[src/rtl/issue_age_tracker_pkg.sv]
// Shared widths, age encodings and helpers for the issue-window age tracker.
package issue_age_tracker_pkg;

    localparam int DEFAULT_NUM_ENTRIES     = 8;
    localparam int DEFAULT_ENTRY_PTR_WIDTH = 3;
    localparam int DEFAULT_AGE_WIDTH       = 3;
    localparam int MAX_ENTRIES             = 16;

    // Age 0 marks a slot the selector must never prefer; live slots start at 1.
    localparam int AGE_INVALID  = 0;
    localparam int AGE_ON_ALLOC = 1;

    function automatic logic [31:0] sat_inc(input logic [31:0] age, input int width);
        logic [31:0] age_max;
        age_max = (32'd1 << width) - 32'd1;
        return (age >= age_max) ? age : age + 32'd1;
    endfunction

    function automatic int lowest_set(input logic [MAX_ENTRIES-1:0] mask);
        int idx;
        idx = 0;
        for (int i = MAX_ENTRIES - 1; i >= 0; i--) begin
            if (mask[i]) idx = i;
        end
        return idx;
    endfunction

endpackage

[src/rtl/issue_age_tracker_free_slot_encoder.sv]
// Lowest-index free-slot finder; output depends on registered valid bits only.
module free_slot_encoder
    import issue_age_tracker_pkg::*;
#(
    parameter int NUM_ENTRIES     = DEFAULT_NUM_ENTRIES,
    parameter int ENTRY_PTR_WIDTH = DEFAULT_ENTRY_PTR_WIDTH
) (
    input  logic [NUM_ENTRIES-1:0]     valid_i,
    output logic [ENTRY_PTR_WIDTH-1:0] alloc_ptr_o,
    output logic                       alloc_ready_o
);

    logic [MAX_ENTRIES-1:0] free_ext;

    always_comb begin
        free_ext                    = '0;
        free_ext[NUM_ENTRIES-1:0]   = ~valid_i;
        alloc_ready_o               = |free_ext;
        alloc_ptr_o                 = ENTRY_PTR_WIDTH'(lowest_set(free_ext));
    end

endmodule

[src/rtl/issue_age_tracker.sv]
// Per-slot valid/ready/age state for an issue window, closing the loop around
// an external compare-select stage that returns the oldest eligible slot.
module issue_age_tracker
    import issue_age_tracker_pkg::*;
#(
    parameter int NUM_ENTRIES     = DEFAULT_NUM_ENTRIES,
    parameter int ENTRY_PTR_WIDTH = DEFAULT_ENTRY_PTR_WIDTH,
    parameter int AGE_WIDTH       = DEFAULT_AGE_WIDTH
) (
    input  logic                             clk_in,
    input  logic                             reset_in,
    input  logic                             flush_in,
    input  logic                             alloc_valid_in,
    output logic                             alloc_ready_out,
    output logic [ENTRY_PTR_WIDTH-1:0]       alloc_ptr_out,
    input  logic                             wake_valid_in,
    input  logic [ENTRY_PTR_WIDTH-1:0]       wake_ptr_in,
    input  logic                             age_tick_in,
    output logic [NUM_ENTRIES-1:0]           condition_out,
    output logic [AGE_WIDTH*NUM_ENTRIES-1:0] ages_out,
    input  logic [ENTRY_PTR_WIDTH-1:0]       selected_ptr_in,
    output logic                             issue_valid_out,
    output logic [ENTRY_PTR_WIDTH-1:0]       issue_ptr_out,
    input  logic                             issue_ack_in,
    output logic [ENTRY_PTR_WIDTH:0]         occupancy_out
);

    localparam int OCC_WIDTH = ENTRY_PTR_WIDTH + 1;

    logic [NUM_ENTRIES-1:0]                valid_vec;
    logic [NUM_ENTRIES-1:0]                ready_vec;
    logic [NUM_ENTRIES-1:0][AGE_WIDTH-1:0] age_vec;
    logic                                  alloc_fire;
    logic                                  ack_fire;
    logic [OCC_WIDTH-1:0]                  occ_q, occ_d;

    free_slot_encoder #(
        .NUM_ENTRIES     (NUM_ENTRIES),
        .ENTRY_PTR_WIDTH (ENTRY_PTR_WIDTH)
    ) u_free_slot_encoder (
        .valid_i       (valid_vec),
        .alloc_ptr_o   (alloc_ptr_out),
        .alloc_ready_o (alloc_ready_out)
    );

    assign condition_out   = valid_vec & ready_vec;
    assign ages_out        = age_vec;
    assign issue_valid_out = |condition_out;
    assign issue_ptr_out   = selected_ptr_in;
    assign alloc_fire      = alloc_valid_in & alloc_ready_out;
    assign ack_fire        = issue_ack_in & issue_valid_out;
    assign occupancy_out   = occ_q;

    for (genvar i = 0; i < NUM_ENTRIES; i++) begin : g_slot
        logic                 valid_q, valid_d;
        logic                 ready_q, ready_d;
        logic [AGE_WIDTH-1:0] age_q, age_d;
        logic                 alloc_hit, ack_hit, wake_hit;

        assign alloc_hit = alloc_fire && (alloc_ptr_out == ENTRY_PTR_WIDTH'(i));
        assign ack_hit   = ack_fire && (selected_ptr_in == ENTRY_PTR_WIDTH'(i));
        assign wake_hit  = wake_valid_in && valid_q && (wake_ptr_in == ENTRY_PTR_WIDTH'(i));

        // Ack beats wake; alloc only ever targets a free slot so it cannot meet ack.
        always_comb begin
            valid_d = valid_q;
            ready_d = ready_q | wake_hit;
            age_d   = age_q;
            if (ack_hit) begin
                valid_d = 1'b0;
                ready_d = 1'b0;
                age_d   = AGE_WIDTH'(AGE_INVALID);
            end else if (alloc_hit) begin
                valid_d = 1'b1;
                ready_d = 1'b0;
                age_d   = AGE_WIDTH'(AGE_ON_ALLOC);
            end else if (age_tick_in && valid_q) begin
                age_d   = AGE_WIDTH'(sat_inc(32'(age_q), AGE_WIDTH));
            end
        end

        always_ff @(posedge clk_in) begin
            if (reset_in || flush_in) begin
                valid_q <= 1'b0;
                ready_q <= 1'b0;
                age_q   <= AGE_WIDTH'(AGE_INVALID);
            end else begin
                valid_q <= valid_d;
                ready_q <= ready_d;
                age_q   <= age_d;
            end
        end

        assign valid_vec[i] = valid_q;
        assign ready_vec[i] = ready_q;
        assign age_vec[i]   = age_q;
    end

    always_comb begin
        occ_d = occ_q;
        if (alloc_fire && !ack_fire) begin
            occ_d = occ_q + OCC_WIDTH'(1);
        end else if (!alloc_fire && ack_fire) begin
            occ_d = occ_q - OCC_WIDTH'(1);
        end
    end

    always_ff @(posedge clk_in) begin
        if (reset_in || flush_in) begin
            occ_q <= '0;
        end else begin
            occ_q <= occ_d;
        end
    end

    // The selector must only ever hand back an eligible slot.
    assert property (@(posedge clk_in) disable iff (reset_in)
                     issue_valid_out |-> condition_out[selected_ptr_in]);

endmodule

[config.mk]
export PLATFORM = sky130hd
export DESIGN_NAME = issue_age_tracker
export DESIGN_NICKNAME = d
export VERILOG_FILES = /design/src/rtl/issue_age_tracker_pkg.sv /design/src/rtl/issue_age_tracker_free_slot_encoder.sv /design/src/rtl/issue_age_tracker.sv
export SDC_FILE = /design/constraint.sdc
export NUM_CORES = 1
export LEC_CHECK = 0
export BUFFER_PORTS_ARGS = -buffer_cell sky130_fd_sc_hd__buf_2
export CAP_MARGIN = 5
export CORE_ASPECT_RATIO = 1.1
export CORE_UTILIZATION = 58
export DETAILED_ROUTE_END_ITERATION = 10
export PLACE_DENSITY = 0.85
export SLEW_MARGIN = 20
export SYNTH_ARGS = -nofsm -noshare
export SYNTH_HDL_FRONTEND = slang
export SYNTH_HIERARCHICAL = 1
export SYNTH_SLANG_ARGS = --single-unit
export TNS_END_PERCENT = 20
[constraint.sdc]
create_clock -name clk_in -period 4.05 [get_ports clk_in]
set_clock_uncertainty 0.15 [all_clocks]
set_input_delay 0.6075 -clock clk_in [delete_from_list [all_inputs] [get_ports clk_in]]
set_output_delay 0.6075 -clock clk_in [all_outputs]
set_load 0.02 [all_outputs]
### Word level (Yosys, flattened, before mapping)

Index checks and enable logic that the tools add are counted.
W data, S select, Z words.

| cells by class | value |
|---|---|
| add/sub/neg operators | 10 |
| bitwise logic cells | 20 |
| reduce and logical (&&, ||, !) cells | 91 |
| equality and inequality tests | 29 |
| div/mod/pow operators | 0 |
| order comparisons | 8 |
| mux-type cells | 34 |
| shift-type cells | 0 |
| multipliers | 0 |

Operator list:

| operator | count |
|---|---|
| $logic_and A1 B1 Y1 | 42 |
| $eq A3 B3 Y1 const B | 12 |
| $reduce_and A2 Y1 | 16 |
| $add A3 B1 Y3 const B | 8 |
| $ge A3 B3 Y1 const B | 8 |
| $mux W1 | 24 |
| $mux W3 | 8 |
| $reduce_or A3 Y1 | 8 |
| $eq A3 B2 Y1 const B | 6 |
| $reduce_bool A2 Y1 | 9 |
| $ne A2 B2 Y1 const B | 8 |
| $reduce_or A2 Y1 | 8 |
| $reduce_or A8 Y1 | 2 |
| $eq A3 B1 Y1 const B | 3 |
| $logic_not A3 Y1 | 3 |
| $and A8 B8 Y8 | 1 |
| $mux W4 | 2 |
| $not A1 Y1 | 8 |
| $not A8 Y8 | 1 |
| $or A1 B1 Y1 | 8 |
| $add A4 B1 Y4 const B | 1 |
| $sub A4 B1 Y4 const B | 1 |
| $and A1 B1 Y1 | 2 |
| $logic_not A1 Y1 | 2 |
| $logic_or A1 B1 Y1 | 1 |

| storage, ports and cells | value |
|---|---|
| register bits after elaboration | 44 |
| memory bits (read-only) | 0 |
| memories | 0 |
| bits in writable memories | 0 |
| latch bits | 0 |
| output and inout port bits | 44 |
| input port bits | 13 |

### Logic depth before layout (Yosys ltp)

Gate-level depths: netlist of run 1.

| logic depth | value |
|---|---|
| depth in word-level cells | 13 |
| gate-level depth with buffers | 11 |
| depth with buffers taken out | 11 |

### Hierarchy

The synthesis of run 1 kept the hierarchy.

By module, submodules not included:

| module | instances | seq. area each (sq um) | cells an instance | area each (sq um) |
|---|---|---|---|---|
| issue_age_tracker | 1 | 880.8 | 249 | 2,344.7 |
| free_slot_encoder | 1 | 0.0 | 15 | 73.8 |

### Worst setup path before layout of run 1

Ideal clock, no wire load.

| timing | value |
|---|---|
| path type | register to register |
| start point | register g_slot[7].valid_q |
| end point | register occ_q[3] (netlist: occupancy_out[3]) |
| data arrival time | 2.626 ns |
| cell stages (with the launch flop) | 12 |
| library setup time | 0.057 ns |
| setup slack | 1.217 ns |
| period minus slack after synthesis | 2.833 ns |
| required time | 3.843 ns |
| path through | dfxtp_1 > and2_1 > nor4_4 > nand2_1 > nand2_1 > ha_1 > inv_1 > ha_1 > a21oi_1 > a211o_1 > a211oi_1 > a31o_2 |

| on the way | value |
|---|---|
| cells in the longest elaborated chain, start to end | 6 |

Ends and longest elaborated chain:

| element | line | text |
|---|---|---|
| start: declaration | issue_age_tracker.sv:55 | `logic valid_q, valid_d;` |
| start signal: assignment | issue_age_tracker.sv:88 | `valid_q <= valid_d;` |
| $and A8 B8 Y8 (*) | issue_age_tracker.sv:46 | `assign condition_out = valid_vec & ready_vec;` |
| named net condition_out[7] | issue_age_tracker.sv:19 | `output logic [NUM_ENTRIES-1:0] condition_out,` |
| $reduce_or A8 Y1 (*) | issue_age_tracker.sv:48 | `assign issue_valid_out = \|condition_out;` |
| named net issue_valid_out | issue_age_tracker.sv:22 | `output logic issue_valid_out,` |
| $and A1 B1 Y1 (*) | issue_age_tracker.sv:51 | `assign ack_fire = issue_ack_in & issue_valid_out;` |
| $logic_not A1 Y1 | issue_age_tracker.sv:101 | `if (alloc_fire && !ack_fire) begin` |
| $logic_and A1 B1 Y1 | issue_age_tracker.sv:101 |  |
| $mux W4 or $reduce_bool A2 Y1 (tied branches) | -- |  |
| end signal: assignment | issue_age_tracker.sv:110 | `occ_q <= '0;` |
| end signal: assignment | issue_age_tracker.sv:112 | `occ_q <= occ_d;` |
| end: declaration | issue_age_tracker.sv:35 | `logic [OCC_WIDTH-1:0] occ_q, occ_d;` |

Mark *: on every way through the listed nets, which the timed path passes. The rest lies on a longest branch.
A chain may end at the register's enable or synchronous reset.

### Worst setup path after layout of run 1

| timing | value |
|---|---|
| start point | register g_slot[3].valid_q |
| end point | register occ_q[3] (netlist: occupancy_out[3]) |

| on the way | value |
|---|---|
| cells in the longest elaborated chain, start to end | 6 |

Ends and longest elaborated chain:

| element | line |
|---|---|
| start: declaration | issue_age_tracker.sv:55 |
| start signal: assignment | issue_age_tracker.sv:88 |
| $and A8 B8 Y8 or $not A8 Y8 (tied branches) | issue_age_tracker.sv:46, issue_age_tracker_free_slot_encoder.sv:17 |
| $reduce_or A8 Y1 (on tied branches) | issue_age_tracker.sv:48, issue_age_tracker_free_slot_encoder.sv:18 |
| $and A1 B1 Y1 (on tied branches) | issue_age_tracker.sv:51, issue_age_tracker.sv:50 |
| $logic_not A1 Y1 (on tied branches) | issue_age_tracker.sv:101, issue_age_tracker.sv:103 |
| $logic_and A1 B1 Y1 (on tied branches) | issue_age_tracker.sv:101, issue_age_tracker.sv:103 |
| $mux W4 or $reduce_bool A2 Y1 (tied branches) | -- |

Parallel ways exist; a longest one is shown, timed or not.

==> run metrics, run 1 <==
Least-Margin Pin Slew=0.700 ns; Synth Flop Type=dfxtp_1; drt wl/cell=15.4 um; largest family of logic cells by synthesized area=simple AND/OR/NAND/NOR gates; WHS=0.369 ns; largest net degree at the start of global routing=23; drt total wl=5740 um; via count=2240; CTS clk-pin slew, worst paths=0.08 ns; Mapped Cells=264; root buffer selected by CTS=clkbuf_8; First-pass DRT Iterations=4; Detailed Route Iter0 Violations=76; maximum clock insertion buffer count=2; Post-Synth Simple-Gate Area=24.5%; RSZ-0062 raised after global routing=false; synth unique cells=36; IO Count=57; routability congestion estimate=0.938; Yosys reg bits=44; Final setup viols=0; peak supply drop=0.228 mV; setup bufs post-CTS=0; pwr dens=280 nW/um2; Slew HR=53.2%; vias in the first global route=2071; fmax=355 MHz; fraction of registers with async set/reset=0%; Compound-Gate Fraction of Synth Area=13.8%; status=finished clean; Die ar.=4430 um2; DIE WIDTH=63.6 um; startpoint types=register; Worst Reg-to-Reg Cells=11; Post-CTS Hold Buffers=0; Req. time, crit path=4.15 ns; min-delay worst type=reg2reg; syn_nets=297; Worst Path Max Fanout=9; Inserted Clock Buffers=5; top-count cell post-synth=dfxtp_1; core box area=3990 um2; post-synthesis mux area share=10.8%; CP arrival=2.91 ns; final setup TNS=0 ns; max cap viols=0; Final Max Slew Viols=0; gr usage total=27.3%; Hold Path Sink=g_slot[3].ready_q$_SDFF_PP0_; Synth top cells by count=dfxtp_1 (44), nor3_1 (31), ha_1 (19); GRT overflow=0; EDFF count, synth=0; CTS tree=done; Die Y=69.7 um; worst hold stages=2; CTS Sinks=44; I/O Buffers=56; DRC Markers=0; Tcrit/Tclk final=69.5%; H-tree levels=2; post-route ant nets=0; Synth top area share=36.4%; vias per cell=6.02; register area share after synthesis=36.4%; diode count=0; post-synth top area cell=dfxtp_1; count of final hold-check violations=0; min setup slack post-route=1.24 ns; endpoint class of the critical path=register; Std-Cell Rows=24; hold_sp=g_slot[3].ready_q$_SDFF_PP0_; share of layout cells above drive strength 1=24.4%; synth top area cells=dfxtp_1 (36%), ha_1 (9.8%), mux2i_1 (7.0%), nor3_1 (6.4%), a31oi_1 (4.4%); Filler Cell Count=326; Synth Area in Adders=10.7%; Syn-to-layout area delta=16.5%; Critical R2R Capture=occupancy_out[3]$_SDFFE_PP0P_; r2r setup slk=1.24 ns; first-pass GRT wire length=9420 um; WS Path Type=reg2reg; Pleak=1.19 nW; post-synthesis xor/xnor area fraction=0.724%; Worst-Skew Late Latency=0.30 ns; min cycle time layout=2.81 ns; Final nets=352; Setup Slack @ Placement=1.28 ns; syn avg cell area=9.16 um2; post_cts resized=0; initial antenna violation count=0; Initial Utilization=60.6%; synth warn=6; Cell Area, Synth=2420 um2; Worst R2R Start=g_slot[3].valid_q$_SDFFE_PP0P_; DP HPWL=4460 um
-- worst max path at each step --
stage,startpoint,to,slack (ns),cells past startpoint
floorplan,g_slot[7].valid_q$_SDFFE_PP0P_,occupancy_out[3]$_SDFFE_PP0P_,1.22,11
global placement,g_slot[3].valid_q$_SDFFE_PP0P_,occupancy_out[3]$_SDFFE_PP0P_,1.37,11
detailed placement,g_slot[3].valid_q$_SDFFE_PP0P_,occupancy_out[3]$_SDFFE_PP0P_,1.28,11
CTS,g_slot[3].valid_q$_SDFFE_PP0P_,occupancy_out[3]$_SDFFE_PP0P_,1.26,11
global route,g_slot[3].valid_q$_SDFFE_PP0P_,occupancy_out[3]$_SDFFE_PP0P_,1.02,11
finish,g_slot[3].valid_q$_SDFFE_PP0P_,occupancy_out[3]$_SDFFE_PP0P_,1.24,11
-- cells in the final DEF, fill, tap and decap left out, drive strengths merged, types with 2 or more instances in the layout --
cell type | netlist | routed
a211oi | 12 | 12
a21o | 2 | 2
a21oi | 12 | 12
a31oi | 17 | 17
a41oi | 2 | 2
and2 | 11 | 11
buf | 4 | 58
clkbuf | 6 | 8
dfxtp | 44 | 44
ha | 19 | 19
inv | 6 | 6
mux2 | 8 | 8
mux2i | 17 | 17
nand2 | 18 | 18
nand2b | 2 | 2
nand3 | 6 | 6
nand3b | 11 | 11
nand4b | 2 | 2
nor2 | 13 | 13
nor2b | 6 | 6
nor3 | 31 | 31
nor4 | 2 | 2
o21ai | 2 | 2
-- area by class of cell --
| type | instances | area (um2) | area share (%) |
|---|---|---|---|
| sequential | 44 | 881 | 31.3 |
| inverter | 6 | 22.5 | 0.800 |
| clock buffer | 8 | 90.1 | 3.20 |
| tap | 52 | 65.1 | 2.31 |
| timing repair buffer | 58 | 295 | 10.5 |
| multi-input combinational | 204 | 1460 | 51.9 |
-- kinds of logic (layout without fill, tap and decap cells) --
kind of cell,after synthesis,after routing
AOI/OAI and AO/OA,51,51
xor gates and xnor gates,2,2
muxes,25,25
and+or+nand+nor,106,106
buffers and inverters,16,72
DFF,44,44
adders and majority gates,20,20
-- per-stage QoR --
step	area [um2]	cells	total power (W)	utilization, %
after floorplan	2420	264	0.000492	-
after global placement	2730	364	0.000512	68.3
after detailed placement	2730	364	0.000514	68.3
after CTS	2820	372	0.000790	70.5
after global routing	2820	372	0.000813	70.5
final	2820	372	0.000790	70.5
-- state kept, by name (all words and copies together), names as in the netlist --
register / flops
occupancy_out: 4
g_slot.valid_q: 8
g_slot.age_q: 24
g_slot.ready_q: 8
-- critical path, cell delays in order (launching register included) --
cell and delay, ns:
dfxtp_1 0.35, and2_2 0.21, nor4_4 0.50, nand2_1 0.14
nand2_1 0.10, ha_1 0.16, inv_1 0.09, ha_1 0.34
a21oi_1 0.10, a211o_1 0.31, a211oi_1 0.20, a31o_2 0.13
-- layer usage --
metal / vias to the layer above / global-route usage [%] / part of all wire (%)
met3: 7 / 8.22 / 6.1
met1: 1073 / 31.8 / 43
met2: 71 / 46.5 / 50
met5: - / 0 / 0
li1: 1089 / - / -
met4: 0 / 10.4 / 1.1
-- report_power, final --
group | leakage, nW | internal (W) | total, W | switching (W)
clock network | 0.0455 | 0.000139 | 0.000285 | 0.000146
registers | 0.355 | 0.000435 | 0.000439 | 0.00000392
logic | 0.793 | 0.0000236 | 0.0000648 | 0.0000413
Power figures use the tool's default switching activity.
==> run 2, diff against run 1 <==
CORE_UTILIZATION = 48   (was 58)
PLACE_DENSITY = 0.75   (was 0.85)
clock period = 2.5 ns   (was 4.05 ns; I/O delays follow)
==> run 2 against run 1 <==
Fmax is 14% higher. Non-clock buffer count is 13 higher. Clock-buffer cell count is 3 lower.
==> run metrics, run 2 (synthesis gave the netlist of run 1 again) <==
initial antenna violation count=0; min cycle time layout=2.46 ns; Std-Cell Rows=26; fmax=407 MHz; CTS Sinks=44; root buffer selected by CTS=clkbuf_8; max reg flops=24; vias per cell=5.76; core box area=4750 um2; Clk pwr share=39.6%; Tcrit/Tclk final=98.4%; First-pass DRT Iterations=4; share of layout cells above drive strength 1=32.4%; RSZ-0062 raised after global routing=true; routed wl met2=2800 um; Filler Cell Count=406; H-tree levels=2; max cap viols=0; Final setup viols=0; r2r setup slk=0.04 ns; first-pass GRT wire length=9210 um; largest net degree at the start of global routing=23; DP HPWL=4480 um; Pleak=1.28 nW; Syn-to-layout area delta=24.6%; diode count=0; Worst-Skew Late Latency=0.30 ns; Least-Margin Pin Slew=0.533 ns; switching portion of total power=23.8%; Die Y=76.5 um; DR WL met3=344 um; final setup TNS=0 ns; via count=2239; Die ar.=5330 um2; drt wl/cell=14.9 um; min-delay worst type=in2reg; pwr dens=456 nW/um2; Slew HR=64.5%; status=finished clean; Final nets=365; fin util=63.4%; GRT overflow=0; Post-CTS Hold Buffers=0; post-route ant nets=0; vias in the first global route=2031; I/O Buffers=56; IO Count=57; routability congestion estimate=0.836; maximum clock insertion buffer count=2; commonest non-fill, non-tap cell in the layout=buf_2; Inserted Clock Buffers=5; count of final hold-check violations=0; DIE WIDTH=69.7 um; commonest cells after routing, fill and taps aside=buf_2 (56), dfxtp_1 (40), nor3_1 (31); endpoint class of the critical path=register; startpoint types=register; Gate power share=8.6%; Detailed Route Iter0 Violations=123; Req. time, crit path=2.61 ns; sequential share of power=51.8%; CTS clk-pin slew, worst paths=0.09 ns; peak supply drop=0.314 mV; gr usage total=21.7%; CP arrival=2.56 ns; Final Max Slew Viols=0; internal power=0.00105 W; Largest Register=g_slot.age_q; Initial Utilization=50.9%; DRT met1 WL=2530 um; Worst Path Max Fanout=5; Largest regs=g_slot.age_q x24, g_slot.ready_q x8, g_slot.valid_q x8; drt total wl=5780 um; Net Switching=0.000328 W; WS Path Type=reg2reg; DRC Markers=0; CTS tree=done; Top Layer Used=met4
-- run 2: area by class of cell --
cell class,instances,area [um2],area share (%)
Timing Repair Buffer,71,393,13.0
Tap cell,56,70.1,2.33
Inverter,6,25.0,0.831
Clock buffer,5,68.8,2.28
Clock inverter,3,42.5,1.41
Multi-Input combinational cell,204,1530,50.6
Sequential cell,44,888,29.5
-- run 2: metrics by stage --
stage | power, W | instance area, um2 | std cells | hold WS [ns] | setup slack, ns
after floorplan | 0.000799 | 2440 | 264 | 0.326 | -0.113
after global placement | 0.000836 | 2830 | 378 | 0.351 | 0.153
after detailed placement | 0.000839 | 2830 | 378 | 0.353 | 0.0894
after CTS | 0.00138 | 2940 | 386 | 0.333 | 0.0615
after global routing | 0.00143 | 3010 | 389 | 0.363 | -0.0853
final | 0.00137 | 3010 | 389 | 0.322 | 0.0408
-- run 2: final timing paths --
path	start	endpoint	depth (start not counted)
worst min-delay path	wake_ptr_in[2]	g_slot[7].ready_q$_SDFF_PP0_	3
worst max register to register	g_slot[2].valid_q$_SDFFE_PP0P_	occupancy_out[3]$_SDFFE_PP0P_	11
worst max-delay path	g_slot[2].valid_q$_SDFFE_PP0P_	occupancy_out[3]$_SDFFE_PP0P_	11
worst min register to register	g_slot[1].valid_q$_SDFFE_PP0P_	g_slot[1].valid_q$_SDFFE_PP0P_	2
-- run 2: timing repair --
action,in CTS,in global routing
setup buffers,0,3
endpoints found under the setup margin,0,1
gates resized for setup,0,12
-- run 2: power groups by stage --
stage               clock network, W  registers [W]   logic, W
floorplan                          0       0.000733  0.0000654
global placement                   0       0.000728   0.000108
detailed placement                 0       0.000728   0.000110
CTS                         0.000557       0.000712   0.000111
global route                0.000588       0.000713   0.000129
finish                      0.000545       0.000712   0.000118
-- run 2: routing by layer --
metal,vias to the layer above,track usage (%)
met5,-,0
met4,0,7.80
met3,9,5.29
met2,65,38.1
met1,1053,25.7
li1,1112,-
-- run 2: critical path: stages (launching register included) --
cell	delay (ns)
dfxtp_4	0.36
and2_4	0.15
nor4_4	0.33
nand2_2	0.11
nand2_2	0.10
ha_4	0.14
inv_4	0.05
ha_4	0.27
nand3_2	0.07
a211o_1	0.34
a211oi_2	0.23
a31o_2	0.12
